==> src/rtl/div_pkg.sv <==
// Shared types and constants for the iterative restoring divider.
package div_pkg;

  typedef enum logic [1:0] {
    IDLE = 2'd0,
    CALC = 2'd1,
    FIX  = 2'd2
  } div_state_e;

  localparam int DATA_W_DEF = 32;
  localparam int CNT_W      = $clog2(DATA_W_DEF + 1);

  // Widest operand supported; the /0 quotient is sliced down from this.
  localparam int                 MAX_W    = 64;
  localparam logic [MAX_W-1:0]   DIV0_QUO = '1;

  function automatic int cnt_width(input int data_w);
    return $clog2(data_w + 1);
  endfunction

endpackage

==> src/rtl/div_step.sv <==
// One combinational restoring step: shift {rem, quo} left, trial-subtract the divisor.
module div_step #(
  parameter int DATA_W = 32
) (
  input  logic [DATA_W-1:0] rem_i,
  input  logic [DATA_W-1:0] quo_i,
  input  logic [DATA_W-1:0] dvs_i,
  output logic [DATA_W-1:0] rem_o,
  output logic [DATA_W-1:0] quo_o
);

  logic [DATA_W:0] shifted;
  logic [DATA_W:0] diff;
  logic            ge;

  assign shifted = {rem_i, quo_i[DATA_W-1]};
  assign diff    = shifted - {1'b0, dvs_i};
  // A set carry-out bit always clears the divisor; otherwise diff[MSB] is the borrow.
  assign ge      = shifted[DATA_W] | ~diff[DATA_W];

  assign rem_o = ge ? diff[DATA_W-1:0] : shifted[DATA_W-1:0];
  assign quo_o = {quo_i[DATA_W-2:0], ge};

endmodule

==> src/rtl/iter_divider.sv <==
// Multi-cycle radix-2 restoring divider, stream responder returning {quotient, remainder}.
// Optional macro DIV_EARLY_OUT_EN: skip iteration when divisor is 0 or |dividend| < |divisor|.
module iter_divider
  import div_pkg::*;
#(
  parameter int DATA_W = 32,
  parameter bit SIGNED = 1'b1
) (
  input  logic                  clk,
  input  logic                  resetn,
  input  logic [DATA_W-1:0]     s_axis_dividend_tdata,
  input  logic                  s_axis_dividend_tvalid,
  output logic                  s_axis_dividend_tready,
  input  logic [DATA_W-1:0]     s_axis_divisor_tdata,
  input  logic                  s_axis_divisor_tvalid,
  output logic                  s_axis_divisor_tready,
  output logic [2*DATA_W-1:0]   m_axis_dout_tdata,
  output logic                  m_axis_dout_tvalid
);

  localparam int                CNT_LEN  = cnt_width(DATA_W);
  localparam logic [CNT_LEN-1:0] CNT_LAST = CNT_LEN'(DATA_W - 1);
  localparam logic [DATA_W-1:0] QUO_DIV0 = DIV0_QUO[DATA_W-1:0];

  div_state_e           state_q;
  logic [CNT_LEN-1:0]   cnt_q;
  logic [DATA_W-1:0]    rem_q;
  logic [DATA_W-1:0]    quo_q;
  logic [DATA_W-1:0]    dvs_q;
  logic                 q_neg_q;
  logic                 r_neg_q;
  logic                 div0_q;
  logic                 rdy_q;
  logic                 tvalid_q;
  logic [2*DATA_W-1:0]  dout_q;

  logic [DATA_W-1:0]    rem_d;
  logic [DATA_W-1:0]    quo_d;
  logic                 a_neg;
  logic                 b_neg;
  logic [DATA_W-1:0]    a_abs;
  logic [DATA_W-1:0]    b_abs;
  logic                 b_zero;
  logic                 accept;
  logic                 early_out;
  logic [DATA_W-1:0]    q_fix;
  logic [DATA_W-1:0]    r_fix;

  assign a_neg  = SIGNED & s_axis_dividend_tdata[DATA_W-1];
  assign b_neg  = SIGNED & s_axis_divisor_tdata[DATA_W-1];
  // abs(MIN) wraps back to MIN, which read as unsigned is exactly 2^(W-1).
  assign a_abs  = a_neg ? (~s_axis_dividend_tdata + 1'b1) : s_axis_dividend_tdata;
  assign b_abs  = b_neg ? (~s_axis_divisor_tdata + 1'b1) : s_axis_divisor_tdata;
  assign b_zero = (s_axis_divisor_tdata == '0);
  assign accept = rdy_q & s_axis_dividend_tvalid & s_axis_divisor_tvalid;

`ifdef DIV_EARLY_OUT_EN
  assign early_out = b_zero | (a_abs < b_abs);
`else
  assign early_out = 1'b0;
`endif

  div_step #(
    .DATA_W (DATA_W)
  ) u_step (
    .rem_i (rem_q),
    .quo_i (quo_q),
    .dvs_i (dvs_q),
    .rem_o (rem_d),
    .quo_o (quo_d)
  );

  // The all-ones /0 quotient must survive even when the operand signs differ.
  assign q_fix = (q_neg_q & ~div0_q) ? (~quo_q + 1'b1) : quo_q;
  assign r_fix = r_neg_q ? (~rem_q + 1'b1) : rem_q;

  always_ff @(posedge clk) begin
    if (!resetn) begin
      state_q  <= IDLE;
      cnt_q    <= '0;
      rem_q    <= '0;
      quo_q    <= '0;
      dvs_q    <= '0;
      q_neg_q  <= 1'b0;
      r_neg_q  <= 1'b0;
      div0_q   <= 1'b0;
      rdy_q    <= 1'b0;
      tvalid_q <= 1'b0;
      dout_q   <= '0;
    end else begin
      tvalid_q <= 1'b0;
      case (state_q)
        IDLE: begin
          rdy_q <= 1'b1;
          if (accept) begin
            rdy_q   <= 1'b0;
            q_neg_q <= a_neg ^ b_neg;
            r_neg_q <= a_neg;
            div0_q  <= b_zero;
            dvs_q   <= b_abs;
            cnt_q   <= '0;
            if (early_out) begin
              quo_q   <= b_zero ? QUO_DIV0 : '0;
              rem_q   <= a_abs;
              state_q <= FIX;
            end else begin
              quo_q   <= a_abs;
              rem_q   <= '0;
              state_q <= CALC;
            end
          end
        end
        CALC: begin
          rem_q <= rem_d;
          quo_q <= quo_d;
          cnt_q <= cnt_q + 1'b1;
          if (cnt_q == CNT_LAST) begin
            state_q <= FIX;
          end
        end
        FIX: begin
          dout_q   <= {q_fix, r_fix};
          tvalid_q <= 1'b1;
          rdy_q    <= 1'b1;
          state_q  <= IDLE;
        end
        default: begin
          state_q <= IDLE;
          rdy_q   <= 1'b0;
        end
      endcase
    end
  end

  assign s_axis_dividend_tready = rdy_q;
  assign s_axis_divisor_tready  = rdy_q;
  assign m_axis_dout_tdata      = dout_q;
  assign m_axis_dout_tvalid     = tvalid_q;

endmodule

==> config.mk <==
export PLATFORM = sky130hd
export DESIGN_NAME = iter_divider
export DESIGN_NICKNAME = d
export VERILOG_FILES = /design/src/rtl/div_pkg.sv /design/src/rtl/div_step.sv /design/src/rtl/iter_divider.sv
export SDC_FILE = /design/constraint.sdc
export NUM_CORES = 1
export LEC_CHECK = 0
export ABC_CLOCK_PERIOD_IN_PS = 5200
export BUFFER_PORTS_ARGS = -buffer_cell sky130_fd_sc_hd__buf_2
export CAP_MARGIN = 5
export CORE_MARGIN = 2
export CORE_UTILIZATION = 55
export DETAILED_ROUTE_END_ITERATION = 6
export PLACE_DENSITY = 0.72
export SETUP_SLACK_MARGIN = 0.15
export SLEW_MARGIN = 40
export SYNTH_ARGS = -nofsm -noshare
export SYNTH_HDL_FRONTEND = slang
export SYNTH_SLANG_ARGS = --single-unit
==> constraint.sdc <==
create_clock -name clk -period 5.2 [get_ports clk]
set_input_delay 0.26 -clock clk [delete_from_list [all_inputs] [get_ports clk]]
set_output_delay 0.26 -clock clk [all_outputs]
set_load 0.02 [all_outputs]
======== Word-level counts from Yosys, hierarchy flattened ========
Index checks and enable logic that the tools add are counted.
storage, ports and cells
  output and inout port bits .............. 67
  RAM bits ................................ 0
  bits in read-only memories .............. 0
  latch bits .............................. 0
  register bits after elaboration ......... 173
  memories ................................ 0
operators by class
  $lt $le $gt $ge ......................... 0
  reduce and logical (&&, ||, !) cells .... 6
  bitwise operators ....................... 11
  multipliers ............................. 0
  add/subtract/negate cells ............... 6
  shift-type cells ........................ 0
  mux-type cells .......................... 17
  eq/ne operators ......................... 5
  div/mod/pow operators ................... 0
operator list
  kind                                                                    number
  32-bit two-way mux                                                      7
  32-bit by 1-bit adder with 32-bit output (second input constant)        4
  32-bit inverter                                                         4
  32-bit one-hot mux with 2 select lines                                  2
  33-bit by 32-bit subtractor with 33-bit output                          1
  32-bit zero test                                                        1
  6-bit one-hot mux with 2 select lines                                   1
  6-bit by 1-bit adder with 6-bit output (second input constant)          1
  6-bit by 5-bit equality test with 1-bit output (second input constant)  1
  6-bit two-way mux                                                       1
  2-bit AND reduction                                                     3
  2-bit two-way mux                                                       2
  2-bit != test (second input constant)                                   2
  2-bit one-hot mux with 2 select lines                                   1
  1-bit bitwise AND                                                       3
  1-bit one-hot mux with 3 select lines                                   1
  2-bit by 1-bit equality test with 1-bit output (second input constant)  1
  2-bit equality test (second input constant)                             1
  2-bit zero test                                                         1
  1-bit two-way mux                                                       2
  1-bit inverter                                                          2
  2-bit nonzero test                                                      1
  1-bit OR                                                                1
  1-bit XOR                                                               1

======== Logic depth before layout (Yosys ltp) ========
Gate-level depths: netlist (run 1).
  depth in word-level cells ............... 5
  gate-level depth with buffers ........... 14
  depth with buffers taken out ............ 12

======== By module ========
A second synthesis (run 1) with hierarchy kept.
unflattened totals
  cell total of the unflattened synthesis .. 1438
  area, all modules ....................... 11318.4 um^2
by module, submodules not included
  module        area each (um^2)  instances  cells an instance
  iter_divider  8967.4            1          1072
  div_step      2351.0            1          366

======== Worst setup path before layout (run 1) ========
OpenSTA, ideal clock, no wires.
  kind .................................... input-to-reg
  start ................................... input s_axis_dividend_tdata[6]
  end ..................................... register quo_q[28]
  cell stages on the path ................. 9
  path buffers ............................ 0
  arrival ................................. 3145 ps
  slack ................................... 1940 ps
  data required time ...................... 5085 ps
  cells stage by stage .................... or4_4 > or4_1 > or4_4 > or3_4 > or4_4 > o31ai_2 > xor2_1 > o21ai_1 > and2_1
on the way
  cells in the longest elaborated chain, start to end .. 5
RTL lines
  element                                   RTL line             RTL
  start, declared                           iter_divider.sv:11   input logic [DATA_W-1:0] s_axis_dividend_tdata,
  32-bit inverter                           iter_divider.sv:52   assign a_abs = a_neg ? (~s_axis_dividend_tdata + 1'b1) : s_axis_dividend_tdata;
  32-bit by 1-bit adder with 32-bit output  iter_divider.sv:52
  32-bit two-way mux                        iter_divider.sv:52
  32-bit two-way mux                        iter_divider.sv:95   if (accept) begin
  32-bit one-hot mux with 2 select lines    iter_divider.sv:92   case (state_q)
  end signal, assigned                      iter_divider.sv:103  quo_q <= b_zero ? QUO_DIV0 : '0;
  end signal, assigned                      iter_divider.sv:107  quo_q <= a_abs;
  end signal, assigned                      iter_divider.sv:115  quo_q <= quo_d;
  end, declared                             iter_divider.sv:28   logic [DATA_W-1:0] quo_q;
No other way between the ends. The select of a mux whose other input is x is not followed.
A chain may end at the register's enable or synchronous reset.

======== Worst setup path after layout (run 1) ========
  start ................................... register quo_q[31]
  end ..................................... register rem_q[28]
on the way
  cells in the longest elaborated chain, start to end .. 5
RTL lines
  element                                             RTL line             RTL
  33-bit by 32-bit subtractor with 33-bit output (*)  div_step.sv:17       assign diff = shifted - {1'b0, dvs_i};
  1-bit inverter                                      div_step.sv:19       assign ge = shifted[DATA_W] | ~diff[DATA_W];
  1-bit OR                                            div_step.sv:19
  32-bit two-way mux (*)                              div_step.sv:21       assign rem_o = ge ? diff[DATA_W-1:0] : shifted[DATA_W-1:0];
  32-bit one-hot mux with 2 select lines (*)          iter_divider.sv:92
  end signal, assigned                                iter_divider.sv:104  rem_q <= a_abs;
  end signal, assigned                                iter_divider.sv:114  rem_q <= rem_d;
  end, declared                                       iter_divider.sv:27   logic [DATA_W-1:0] rem_q;
Mark *: on every way between the ends. The rest lies on a longest branch, timed or not.

==> run summary, run 1 <==
Final TNS setup - 0 ps
Gate Count Post-Synth - 1338
Via Count - 9931
Grt ovf - 0
Total chip power - 3.97 mW
Cells after DPL - 1663
Cts bufs inserted - 17
GRT Resource Usage Total - 26.4%
Critical path class - reg2reg
Die height - 144 um
Clock transition at path regs - 70 ps
Die W - 144 um
Placeable Area - 19400 um^2
Slew at the pin with the worst max-slew slack - 862 ps
Ys flop type - dfxtp_1
Share of layout cells above drive strength 1 - 13.6%
Post-synth cell types - 66
Drc violations - 0
Post-synthesis sequential area ratio - 31.9%
Hold/Removal Path Class - in2reg
Reg-to-reg startpoint - quo_q[31]$_SDFFE_PN0P_
Starting density of the core - 55.9%
Commonest non-fill, non-tap cell in the layout - nand2_1
Reg2Reg Capture Point - rem_q[28]$_SDFFE_PN0P_
Total of max-cap violations - 0
Arr. time, crit path - 3790 ps
Syn_nets - 1444
Antenna cell count - 0
Cts hold-fix bufs - 0
Wirelength, routed - 27600 um
Total I/O pin count - 135
Number of synthesized flops with an enable pin - 0
Die ar. - 20900 um^2
Worst r2r path cells - 13
Setup violators final - 0
Post-DRT Antenna Nets - 0
Synth-to-Final Area Change - 12.3%
Vias in the first global route - 8513
Final worst path period need - 3490 ps
Clk_lat worst skew - 440 ps
Critical path launch point - quo_q[31]$_SDFFE_PN0P_
Post-detail-place hpwl - 20400 um
Critical path capture point type - flip-flop
Routability congestion estimate - 0.976
Synthesized area - 10900 um^2
Fill count - 1803
PortBufs - 134
Synth warn - 0
#FFs+latches synth - 173
DRT iter0 DRCs - 736
Vias per cell - 5.86
Leak pwr - 5.88 nW
Initial antenna violation count - 0
Slew Viols, Final - 0
TritonCTS clock tree - done
Postcts setup bufs - 0
Largest net degree at the start of global routing - 74
First-pass GRT wire length - 43600 um
Resized Gates After CTS - 0
Unrepaired setup endpoints after global routing - false
Average wire per cell in the routed design - 16.3 um
Maximum clock path buffer count - 2
Pwr/cell area - 326 nW/um^2
Avg Inst Size Synth - 8.11 um^2
Clock Skew - 13.1 ps
Commonest cells after routing, fill and taps aside - nand2_1, dfxtp_1, buf_2
Crit Path Max Fanout - 25
Reg-to-reg slack, setup - 1710 ps
Clk root buf - clkbuf_16
Crit start category - flip-flop
CTS sink count - 173
Final period util - 67.1%
Final Hold Viols - 0
Data required, critical path - 5510 ps
Post-synth ARST share - 0%
Status - complete, no violations
Finished Layout Cells - 1694
H-tree depth - 4
Max-slew headroom at the worst pin - 42.4%
Site row count - 51
Drt pass-1 iters - 6
Final nets - 1523
Max Fclk - 287 MHz
VDD IR max - 0.239 mV
Crit path to - rem_q[28]$_SDFFE_PN0P_
## cell usage after synthesis, types with 18 or more instances
library cell	count	area share, %
nand2_1	181	6.3
dfxtp_1	173	32
o21ai_0	121	5.6
xor2_1	98	7.9
o211a_1	75	6.9
clkbuf_1	73	2.5
nor2_1	55	1.9
inv_1	50	1.7
a21oi_1	45	2.1
and2_1	40	2.3
ha_1	37	4.3
xnor2_1	35	2.8
o31ai_1	29	2.0
a22oi_1	28	1.9
or3_1	25	1.4
nand3_1	21	0.97
a21o_1	18	1.2
## how the worst min path moves through the flow
stage,startpoint,end,slack [ps],cells after the start
5_1_grt,s_axis_dividend_tdata[8],quo_q[8]$_SDFFE_PN0P_,180,4
2_1_floorplan,s_axis_divisor_tdata[0],dvs_q[0]$_SDFFE_PN0P_,400,2
3_5_place_dp,m_axis_dout_tdata[28]$_SDFFE_PN0P_,m_axis_dout_tdata[28]$_SDFFE_PN0P_,450,2
3_3_place_gp,m_axis_dout_tdata[28]$_SDFFE_PN0P_,m_axis_dout_tdata[28]$_SDFFE_PN0P_,440,2
6_report,s_axis_dividend_tdata[6],quo_q[6]$_SDFFE_PN0P_,150,4
4_1_cts,s_axis_dividend_tdata[6],quo_q[6]$_SDFFE_PN0P_,140,4
## logic make-up after synthesis
kind of cell | share of synthesized area (%)
simple gates | 19.4
compound gates | 27.3
xor+xnor | 10.7
fa+ha+maj | 4.45
mux | 1.58
buf+inv | 4.65
flops | 31.9
## registers in the layout, summed over array words and instances, names as in the netlist
signal                  flops
q_neg_q                     1
state_q                     2
m_axis_dout_tdata          64
quo_q                      32
div0_q                      1
cnt_q                       6
rem_q                      32
dvs_q                      32
m_axis_dout_tvalid          1
r_neg_q                     1
s_axis_dividend_tready      1
## routing by layer
layer  vias up  GRT usage (%)  wire (um)
li1       4967              -          -
met1      4632           40.8      14200
met2       309           37.5      11200
met3        23           5.40       1920
met4         0           5.47        219
met5         -              0          0
## worst max-delay path, cell delays in order, from the launching register on
cell      delay, ps
dfxtp_1         330
inv_1            70
ha_1            230
fa_1            380
nand2b_1        190
a21oi_1         250
o21ba_2         240
o211ai_1        140
a31oi_1         320
a21o_2          570
buf_12          250
nor2_1           80
a22oi_1         210
o31ai_1         100
## layout make-up
type	instances	area, um^2	share of cell area, %
Clock buffer	18	429	3.52
Clock inverter	13	106	0.873
Inverter	50	188	1.54
Multi-Input combinational cell	1032	6910	56.7
Sequential cell	173	3460	28.4
Tap cell	265	332	2.72
Timing Repair Buffer	143	753	6.18
## power by group
group	internal, mW	leakage [nW]	switching [mW]	total [mW]
Sequential	1.37	1.40	0.0700	1.44
Combinational	0.560	4.22	0.776	1.34
Clock	0.620	0.260	0.572	1.19
Total	2.55	5.88	1.42	3.97
## through the flow
| step | cell area (um^2) | utilization [%] | hold WS, ps | setup slack, ps |
|---|---|---|---|---|
| final | 12200 | 62.8 | 148 | 1710 |
| after CTS | 12200 | 62.8 | 140 | 1750 |
| after global routing | 12200 | 62.8 | 184 | 1440 |
| after detailed placement | 11600 | 60.0 | 445 | 1680 |
| after global placement | 11600 | 60.0 | 438 | 1630 |
| after floorplan | 10900 | - | 405 | 1940 |
(Power assumes the default switching activity.)
==> run 2: changes to the inputs <==
Settings changed: ABC_CLOCK_PERIOD_IN_PS 5200 to 3600.
Clock period 5.2 ns to 3.6 ns, I/O delays scaled along.
==> run 2 against run 1 <==
Effect of this change:
- worst setup slack worse by 1300 ps
- final cell count grew 1.2%
- fmax rose by 9.6%
- sequential power grew 43%
- design area is 1.5% higher
- die area unchanged
- core utilization is 0.97 points higher
- sequential share of layout area fell by 0.43 points
- non-clock buffer count up 19
- hold slack lost 130 ps
- sequential cell count stayed put
- critical endpoint is now m_axis_dout_tdata[31]$_SDFFE_PN0P_
==> run summary, run 2 (synthesis gave the netlist of run 1 again) <==
Max-slew headroom at the worst pin - 49.3% (+6.9 points)
Vias in the first global route - 8618 (+1.2%)
Final period util - 88.4% (+21 points)
Final nets - 1542 (+1.2%)
Slew Viols, Final - 0 (unchanged)
Arr. time, crit path - 3510 ps (-280 ps)
Hold Path Stages - 3 (-1)
Crit start category - flip-flop
Worst Slack Setup Final - 416 ps (-1300 ps)
Synth-to-Final Area Change - 14.0%
Final worst path period need - 3180 ps (-304 ps)
Clk_lat worst skew - 450 ps (about the same)
PortBufs - 134 (unchanged)
Resized Gates After CTS - 0 (unchanged)
DRT iter0 DRCs - 697 (-5.3%)
VDD IR max - 0.336 mV (+40%)
Share of layout cells above drive strength 1 - 14.8% (+1.1 points)
Clk root buf - clkbuf_16
Setup violators final - 0 (unchanged)
Die W - 144 um (unchanged)
Cts hold-fix bufs - 0 (unchanged)
Clock power frac - 30.5% (+0.4 points)
Cts bufs inserted - 17 (unchanged)
Die height - 144 um (unchanged)
Postcts setup bufs - 0 (unchanged)
Average wire per cell in the routed design - 16.1 um (-1.0%)
Status - complete, no violations
Clock Skew - 10.3 ps (-2.75 ps)
Drc violations - 0 (unchanged)
Sequential Power Share - 35.6% (-0.6 points)
Total of max-cap violations - 0 (unchanged)
Reg2Reg Capture Point - m_axis_dout_tdata[31]$_SDFFE_PN0P_
Initial antenna violation count - 1 (+1)
Hold Path Origin - s_axis_divisor_tdata[0]
Post-DRT Antenna Nets - 0 (unchanged)
Post-detail-place hpwl - 21000 um (+2.8%)
Metal3 WL - 2270 um (+18%)
Commonest non-fill, non-tap cell in the layout - nand2_1
Hold/Removal Path Class - in2reg
Sw Ratio - 36.0% (+0.19 points)
Clock transition at path regs - 70 ps (about the same)
Wirelength, routed - 27600 um (+0.15%)
Antenna cell count - 0 (unchanged)
CTS sink count - 173 (unchanged)
TritonCTS clock tree - done
First-pass GRT wire length - 44300 um (+1.5%)
Starting density of the core - 55.9% (unchanged)
Drt pass-1 iters - 6 (unchanged)
Total I/O pin count - 135 (unchanged)
Leak pwr - 6.00 nW (+2.0%)
Comb pwr share - 33.9% (+0.2 points)
Largest register FFs - 64 (unchanged)
Maximum clock path buffer count - 2 (unchanged)
Cells after DPL - 1681 (+1.1%)
Critical path capture point type - flip-flop
Grt ovf - 0 (unchanged)
Int Pwr - 3.71 mW (+46%)
Fill count - 1776 (-1.5%)
GRT Resource Usage Total - 26.7% (+0.32 points)
Critical path class - reg2reg
Max Fclk - 314 MHz (+9.6%)
Max layer used - met5
Setup WS pre-CTS - 164 ps (-1510 ps)
Commonest cells after routing, fill and taps aside - nand2_1, dfxtp_1, buf_2
Final Hold Viols - 0 (unchanged)
Met2 Wirelength - 11000 um (-1.8%)
Unrepaired setup endpoints after global routing - false
Site row count - 51 (unchanged)
Placeable Area - 19400 um^2 (unchanged)
Reg-to-reg slack, setup - 420 ps (-1300 ps)
Slew at the pin with the worst max-slew slack - 759 ps (-103 ps)
Vias per cell - 5.82 (-0.75%)
Crit Path Max Fanout - 7 (-72%)
Via Count - 9973 (+0.42%)
Finished Layout Cells - 1714 (+1.2%)
Reg-to-reg startpoint - rem_q[10]$_SDFFE_PN0P_
Largest net degree at the start of global routing - 90 (+22%)
Routability congestion estimate - 0.942 (-3.5%)
H-tree depth - 4 (unchanged)
Hold endpoint - dvs_q[0]$_SDFFE_PN0P_
Switch Pwr - 2.08 mW (+47%)
Metal1 wirelength - 14000 um (-1.8%)
Worst r2r path cells - 9 (-4)
Total chip power - 5.79 mW (+46%)
Pwr/cell area - 468 nW/um^2 (+44%)
Final TNS setup - 0 ps (unchanged)
Die ar. - 20900 um^2 (unchanged)
Data required, critical path - 3930 ps (-1580 ps)
## run 2: worst max path at each step
stage | start | to
2_1_floorplan | s_axis_dividend_tdata[6] | quo_q[28]$_SDFFE_PN0P_
3_3_place_gp | s_axis_dividend_tdata[6] | quo_q[28]$_SDFFE_PN0P_
3_5_place_dp | s_axis_dividend_tdata[6] | quo_q[26]$_SDFFE_PN0P_
4_1_cts | rem_q[10]$_SDFFE_PN0P_ | m_axis_dout_tdata[31]$_SDFFE_PN0P_
5_1_grt | rem_q[10]$_SDFFE_PN0P_ | m_axis_dout_tdata[31]$_SDFFE_PN0P_
6_report | rem_q[10]$_SDFFE_PN0P_ | m_axis_dout_tdata[31]$_SDFFE_PN0P_
## run 2: routing by layer
layer,track usage [%],vias up
li1,-,5007
met1,41.9,4596
met3,4.67,27
met4,6.75,2
met5,0,-
met2,37.3,341
## run 2: power by group through the flow
| stage | Sequential, mW | Combinational [mW] | Clock, mW |
|---|---|---|---|
| after floorplan | 2.07 | 1.48 | 0 |
| after global placement | 2.10 | 1.91 | 0 |
| after detailed placement | 2.10 | 1.93 | 0 |
| after CTS | 2.06 | 1.94 | 1.80 |
| after global routing | 2.07 | 2.18 | 1.87 |
| final | 2.06 | 1.96 | 1.77 |
## run 2: stage by stage
step,utilization [%],instance area (um^2),hold WS (ps)
CTS,63.7,12400,13.3
global placement,60.7,11800,444
detailed placement,60.8,11800,448
floorplan,-,10900,325
finish,63.8,12400,22.7
global route,63.8,12400,79.2
## run 2: area by class of cell
class / instances / area, um^2 / area share, %
well taps: 265 / 332 / 2.68
flip-flops and latches: 173 / 3460 / 28.0
multi-input cells: 1032 / 6910 / 55.8
inverters: 50 / 188 / 1.52
clock buffers: 18 / 429 / 3.47
repair buffers: 162 / 928 / 7.50
clock inverters: 14 / 125 / 1.01
## run 2: worst max-delay path: stages (launching register included)
cell and delay [ps]:
dfxtp_1 370, or3_1 420, or2_0 300, nor4_1 270, nand2_1 180, or4_1 460
or3_1 380, o41ai_1 410, xor2_1 190, o21ai_0 90
